==> src/rtl/bird_obstacle.sv <==
// bird_obstacle: flying-bird obstacle that spawns off the right edge in one of three lanes,
// scrolls left once per frame and renders a two-phase wing-flap sprite for the current pixel.
module bird_obstacle #(
    parameter int BirdW        = 32,
    parameter int BirdH        = 24,
    parameter int Speed        = 4,
    parameter int FlapFrames   = 8,
    parameter int GroundY      = 400,
    parameter int LaneStep     = 40,
    parameter int ScreenWidth  = 640,
    parameter int ScreenHeight = 480
) (
    input  logic       clk_i,
    input  logic       rst_ni,
    input  logic       next_frame_i,
    input  logic       spawn_i,
    input  logic [7:0] rand_i,
    input  logic [9:0] pixel_x_i,
    input  logic [9:0] pixel_y_i,
    output logic       pixel_o,
    output logic       active_o
);
    typedef enum logic {IDLE, ACTIVE} state_t;

    localparam logic signed [10:0] XStart = 11'(ScreenWidth);
    localparam logic signed [10:0] XStep  = 11'(Speed);
    localparam logic signed [10:0] XGone  = 11'(-BirdW);
    localparam logic [9:0]         YLow   = 10'(GroundY - BirdH);
    localparam logic [9:0]         YMid   = 10'(GroundY - BirdH - LaneStep);
    localparam logic [9:0]         YHigh  = 10'(GroundY - BirdH - 2 * LaneStep);
    localparam logic [2:0]         FlapLast = 3'(FlapFrames - 1);

    state_t            state_q, state_d;
    logic signed [10:0] x_q, x_d, x_next;
    logic [9:0]        y_q, y_d, lane_y;
    logic              flap_q, flap_d, flap_wrap;
    logic [2:0]        flap_cnt_q, flap_cnt_d;
    logic signed [11:0] dx, dy;
    logic [4:0]        col, row;
    logic              in_box, body, beak, wing;
    logic              unused_rand;

    assign unused_rand = ^rand_i[7:2];
    assign x_next      = x_q - XStep;
    assign flap_wrap   = flap_cnt_q == FlapLast;
    assign lane_y      = rand_i[1:0] == 2'd0 ? YLow : rand_i[1:0] == 2'd2 ? YHigh : YMid;

    always_ff @(posedge clk_i or negedge rst_ni) begin
        if (!rst_ni) begin
            state_q    <= IDLE;
            x_q        <= XStart;
            y_q        <= YLow;
            flap_q     <= 1'b0;
            flap_cnt_q <= 3'd0;
        end else begin
            state_q    <= state_d;
            x_q        <= x_d;
            y_q        <= y_d;
            flap_q     <= flap_d;
            flap_cnt_q <= flap_cnt_d;
        end
    end

    always_comb begin
        state_d    = state_q;
        x_d        = x_q;
        y_d        = y_q;
        flap_d     = flap_q;
        flap_cnt_d = flap_cnt_q;
        if (next_frame_i && state_q == IDLE && spawn_i) begin
            state_d    = ACTIVE;
            x_d        = XStart;
            y_d        = lane_y;
            flap_d     = 1'b0;
            flap_cnt_d = 3'd0;
        end else if (next_frame_i && state_q == ACTIVE) begin
            x_d        = x_next;
            state_d    = x_next <= XGone ? IDLE : ACTIVE;
            flap_cnt_d = flap_wrap ? 3'd0 : flap_cnt_q + 3'd1;
            flap_d     = flap_q ^ flap_wrap;
        end
    end

    // signed 12b offsets so a partly off-screen bird (negative x_q) clips instead of wrapping
    assign dx     = $signed({2'b00, pixel_x_i}) - $signed({x_q[10], x_q});
    assign dy     = $signed({2'b00, pixel_y_i}) - $signed({2'b00, y_q});
    assign in_box = !dx[11] && dx[10:0] < 11'(BirdW) && !dy[11] && dy[10:0] < 11'(BirdH);
    assign col    = dx[4:0];
    assign row    = dy[4:0];
    assign body   = row >= 5'd10 && row <= 5'd15 && col >= 5'd8 && col <= 5'd27;
    assign beak   = row >= 5'd10 && row <= 5'd12 && col <= 5'd7;
    assign wing   = col >= 5'd14 && col <= 5'd21 && (flap_q ? row >= 5'd16 && row <= 5'd23 : row <= 5'd9);

    assign active_o = state_q == ACTIVE;
    assign pixel_o  = active_o && in_box && (body || beak || wing);
endmodule

==> config.mk <==
export PLATFORM = sky130hd
export DESIGN_NAME = bird_obstacle
export DESIGN_NICKNAME = d
export VERILOG_FILES = /design/src/rtl/bird_obstacle.sv
export SDC_FILE = /design/constraint.sdc
export NUM_CORES = 1
export LEC_CHECK = 0
export CORE_MARGIN = 3
export CORE_UTILIZATION = 50
export DETAILED_ROUTE_END_ITERATION = 10
export GPL_TIMING_DRIVEN = 0
export HOLD_SLACK_MARGIN = 0.02
export PLACE_DENSITY = 0.88
export SLEW_MARGIN = 30
export SYNTH_ARGS = -nofsm -noshare
export SYNTH_HDL_FRONTEND = slang
export SYNTH_SLANG_ARGS = --single-unit
==> constraint.sdc <==
create_clock -name clk_i -period 7.7 [get_ports clk_i]
set_clock_uncertainty 0.2 [all_clocks]
set_input_delay 1.54 -clock clk_i [delete_from_list [all_inputs] [get_ports clk_i]]
set_output_delay 1.54 -clock clk_i [all_outputs]
set_load 0.02 [all_outputs]
==> impl_metrics.yaml <==
run_status:
  status: "finished, final reports clean"
grt:
  antenna_found_initial: 0
  grt_pass1_vias: 1366
  grt_pass1_wl_um: 5690
  grt_max_degree: 17
  grt-ovfl-total: 0
  grt.total_usage: 0.198
sta:
  finalSetupViolCount: 0
  slew_violations: 0
  holdWs_ns: 0.329
  rsz0062_at_grt: "false"
  slew_headroom: 0.538
  fmax_mhz: 163
  worst_pin_slew_ns: 0.690
  finalSetupTns_ns: 0
  post-route-period-util: 0.797
  period_minus_slack_ns: 6.14
  finalHoldViolations: 0
cts:
  root_buffer: "clkbuf_4"
  post_cts_buffers: 0
  clkSlewWorstSetupHoldPaths_ns: 0.10
  tritoncts: "yes"
  cts_resized: 0
  cts-hold-fix-buffers: 0
  cts_buffers: 3
  cts.sinks: 16
  cts.path.max_buffers: 2
  htree_levels: 1
  clkLatencyLatePin_ns: 0.29
synth:
  syn_inst: 196
  synth_area_per_cell_um2: 7.93
  synth_async_sr_flop_share: 1.00
  synth_top_area_cell: "dfrtp_1"
  syn_nets: 247
  synth_common_cells: "nor2_1 (20), ha_1 (18), inv_1 (17), nand2_1 (17)"
  yosys_register_bits: 16
  yosys_warnings: 0
  synth_top_area_share: 0.193
  seq_area_frac_synth: 0.261
  synth_ff_type: "dfrtp_1"
  synth_cell_types: 47
  synth_area_leaders: "dfrtp_1 (19%), ha_1 (14%), dfstp_2 (6.8%)"
  syn-cell-area_um2: 1560
  synthMostInstantiatedCell: "nor2_1"
  synth_edf_count: 0
routing:
  dr_total_vias: 1489
  drc: 0
  antenna_left: 0
  drtIter0Drc: 114
  wl_um: 3390
  avgViaCountPerCell: 5.79
  wl_per_cell_um: 13.2
  firstDrtPassIters: 4
critical_path:
  crit_arrival_ns: 4.40
  ff2ff_setup_slack_ns: 5.61
  critPathCaptureType: "output pin"
  path_max_fanout: 4
  slowest_delay_ns: 0.64
  critPathLaunchType: "input port"
  rr_worst_depth: 6
  cp_slowest_cell: "clkdlybuf4s50_1"
  critPathKind: "in -> out"
  crit_required_ns: 5.96
  cp_cell_sequence: "clkdlybuf4s50_1, inv_1, ha_1, inv_1, fa_1, a222oi_1, nand4_1, nor4_1, nand4_1, a311oi_1, clkdlybuf4s50_1"
die:
  coreArea_um2: 2850
  start_util: 0.545
  fp-row-count: 19
  die_area_um2: 3820
  dieWidth_um: 61.8
  die_y_um: 61.8
  io_pins: 34
power:
  power_frac_seq: 0.268
  combPwrFrac: 0.652
  p_leak_nw: 0.825
  ir_worst_vdd_uv: 173
  p_clk_frac: 0.080
  p_sw_w: 0.000279
  powerDensity_nw_per_um2: 315
  p_sw_frac: 0.471
  internal-power_w: 0.000314
place:
  hpwl_um: 2720
  port_buffers: 26
  gp_congestion: 0.900
final_layout:
  syn2layout_area_growth_pct: 20.9
  finalCoreUtilization: 0.659
  drive_gt1_frac: 0.0531
  nNetsFinal: 278
  num_antenna_cells: 0
worst_hold_path:
  hold_path.class: "reg -> reg"
  holdPathStages: 1
flow_run:
  maxCapViolations: 0
## layout by cell type, fill, tap and decap left out, types with 3 or more instances in the layout
cell type	instances
clkdlybuf4s50_1	26
nor2_1	20
ha_1	18
inv_1	17
nand2_1	17
o21ai_0	15
a21oi_1	15
dfrtp_1	12
nand3_1	6
xnor2_1	5
clkbuf_1	4
nor3_1	4
dfstp_2	4
xor2_1	3
a211oi_1	3
a21o_1	3
mux2i_1	3
o31ai_1	3
a31oi_1	3
nand4_1	3
clkbuf_4	3
## registers in the layout, indices dropped and copies added (netlist names)
register,cells
flap_q,1
y_q,2
flap_cnt_q,3
active_o,1
x_q,9
## cell families (layout without fill, tap and decap cells)
group / count (synthesis) / count (layout) / synth area share
AO/OA/AOI/OAI: 59 / 59 / 0.239
multiplexers: 4 / 4 / 0.0265
flip-flops: 16 / 16 / 0.261
XOR/XNOR: 8 / 8 / 0.0451
other: 2 / 2 / 0.00483
buffers and inverters: 21 / 51 / 0.0515
AND/OR/NAND/NOR: 67 / 67 / 0.215
adder cells (fa/ha/maj): 19 / 19 / 0.158
## final cells by class
| cell class | instances | area, um^2 |
|---|---|---|
| multi-input cells | 159 | 1070 |
| fillers | 242 | 972 |
| flip-flops and latches | 16 | 405 |
| repair buffers | 26 | 260 |
| inverters | 17 | 63.8 |
| well taps | 31 | 38.8 |
| clock buffers | 4 | 26.3 |
| plain buffers | 4 | 16.3 |
## critical path, delay by kind of cell
kind / cells / cell delay [ns]
and+or+nand+nor: 3 / 0.51
adders and majority gates: 2 / 0.66
AOI/OAI and AO/OA: 2 / 0.49
buffers and inverters: 4 / 1.20
## per-layer routing
metal | vias up | part of all wire | global-route usage
met2 | 34 | 0.46 | 0.323
met1 | 680 | 0.48 | 0.273
met4 | 0 | 0.019 | 0.0818
met5 | - | 0 | 0
met3 | 6 | 0.041 | 0.0124
li1 | 769 | - | -
## final timing paths
| check | start | end |
|---|---|---|
| min in group asynchronous | rst_ni | flap_cnt_q[1] |
| max in group asynchronous | rst_ni | active_o |
| worst max register to register | x_q[3] | active_o |
| worst min register to register | flap_cnt_q[2] | flap_cnt_q[2] |
| worst min-delay path | flap_cnt_q[2] | flap_cnt_q[2] |
| worst max-delay path | pixel_y_i[3] | pixel_o |
## power groups by stage
| stage | Clock [W] | Sequential [W] | Combinational, W |
|---|---|---|---|
| after floorplan | 0 | 0.000154 | 0.000297 |
| after global placement | 0 | 0.000158 | 0.000371 |
| after detailed placement | 0 | 0.000160 | 0.000384 |
| after CTS | 0.0000475 | 0.000158 | 0.000385 |
| after global routing | 0.0000507 | 0.000164 | 0.000446 |
| final | 0.0000476 | 0.000159 | 0.000386 |
## through the flow
stage	cells	power (W)	area [um^2]	setup slack [ns]
2_1_floorplan	196	0.000451	1560	2.50
3_3_place_gp	253	0.000529	1850	1.57
3_5_place_dp	253	0.000544	1850	1.58
4_1_cts	257	0.000591	1880	1.57
5_1_grt	257	0.000661	1880	1.42
6_report	257	0.000592	1880	1.56
Power figures use the tool's default switching activity.
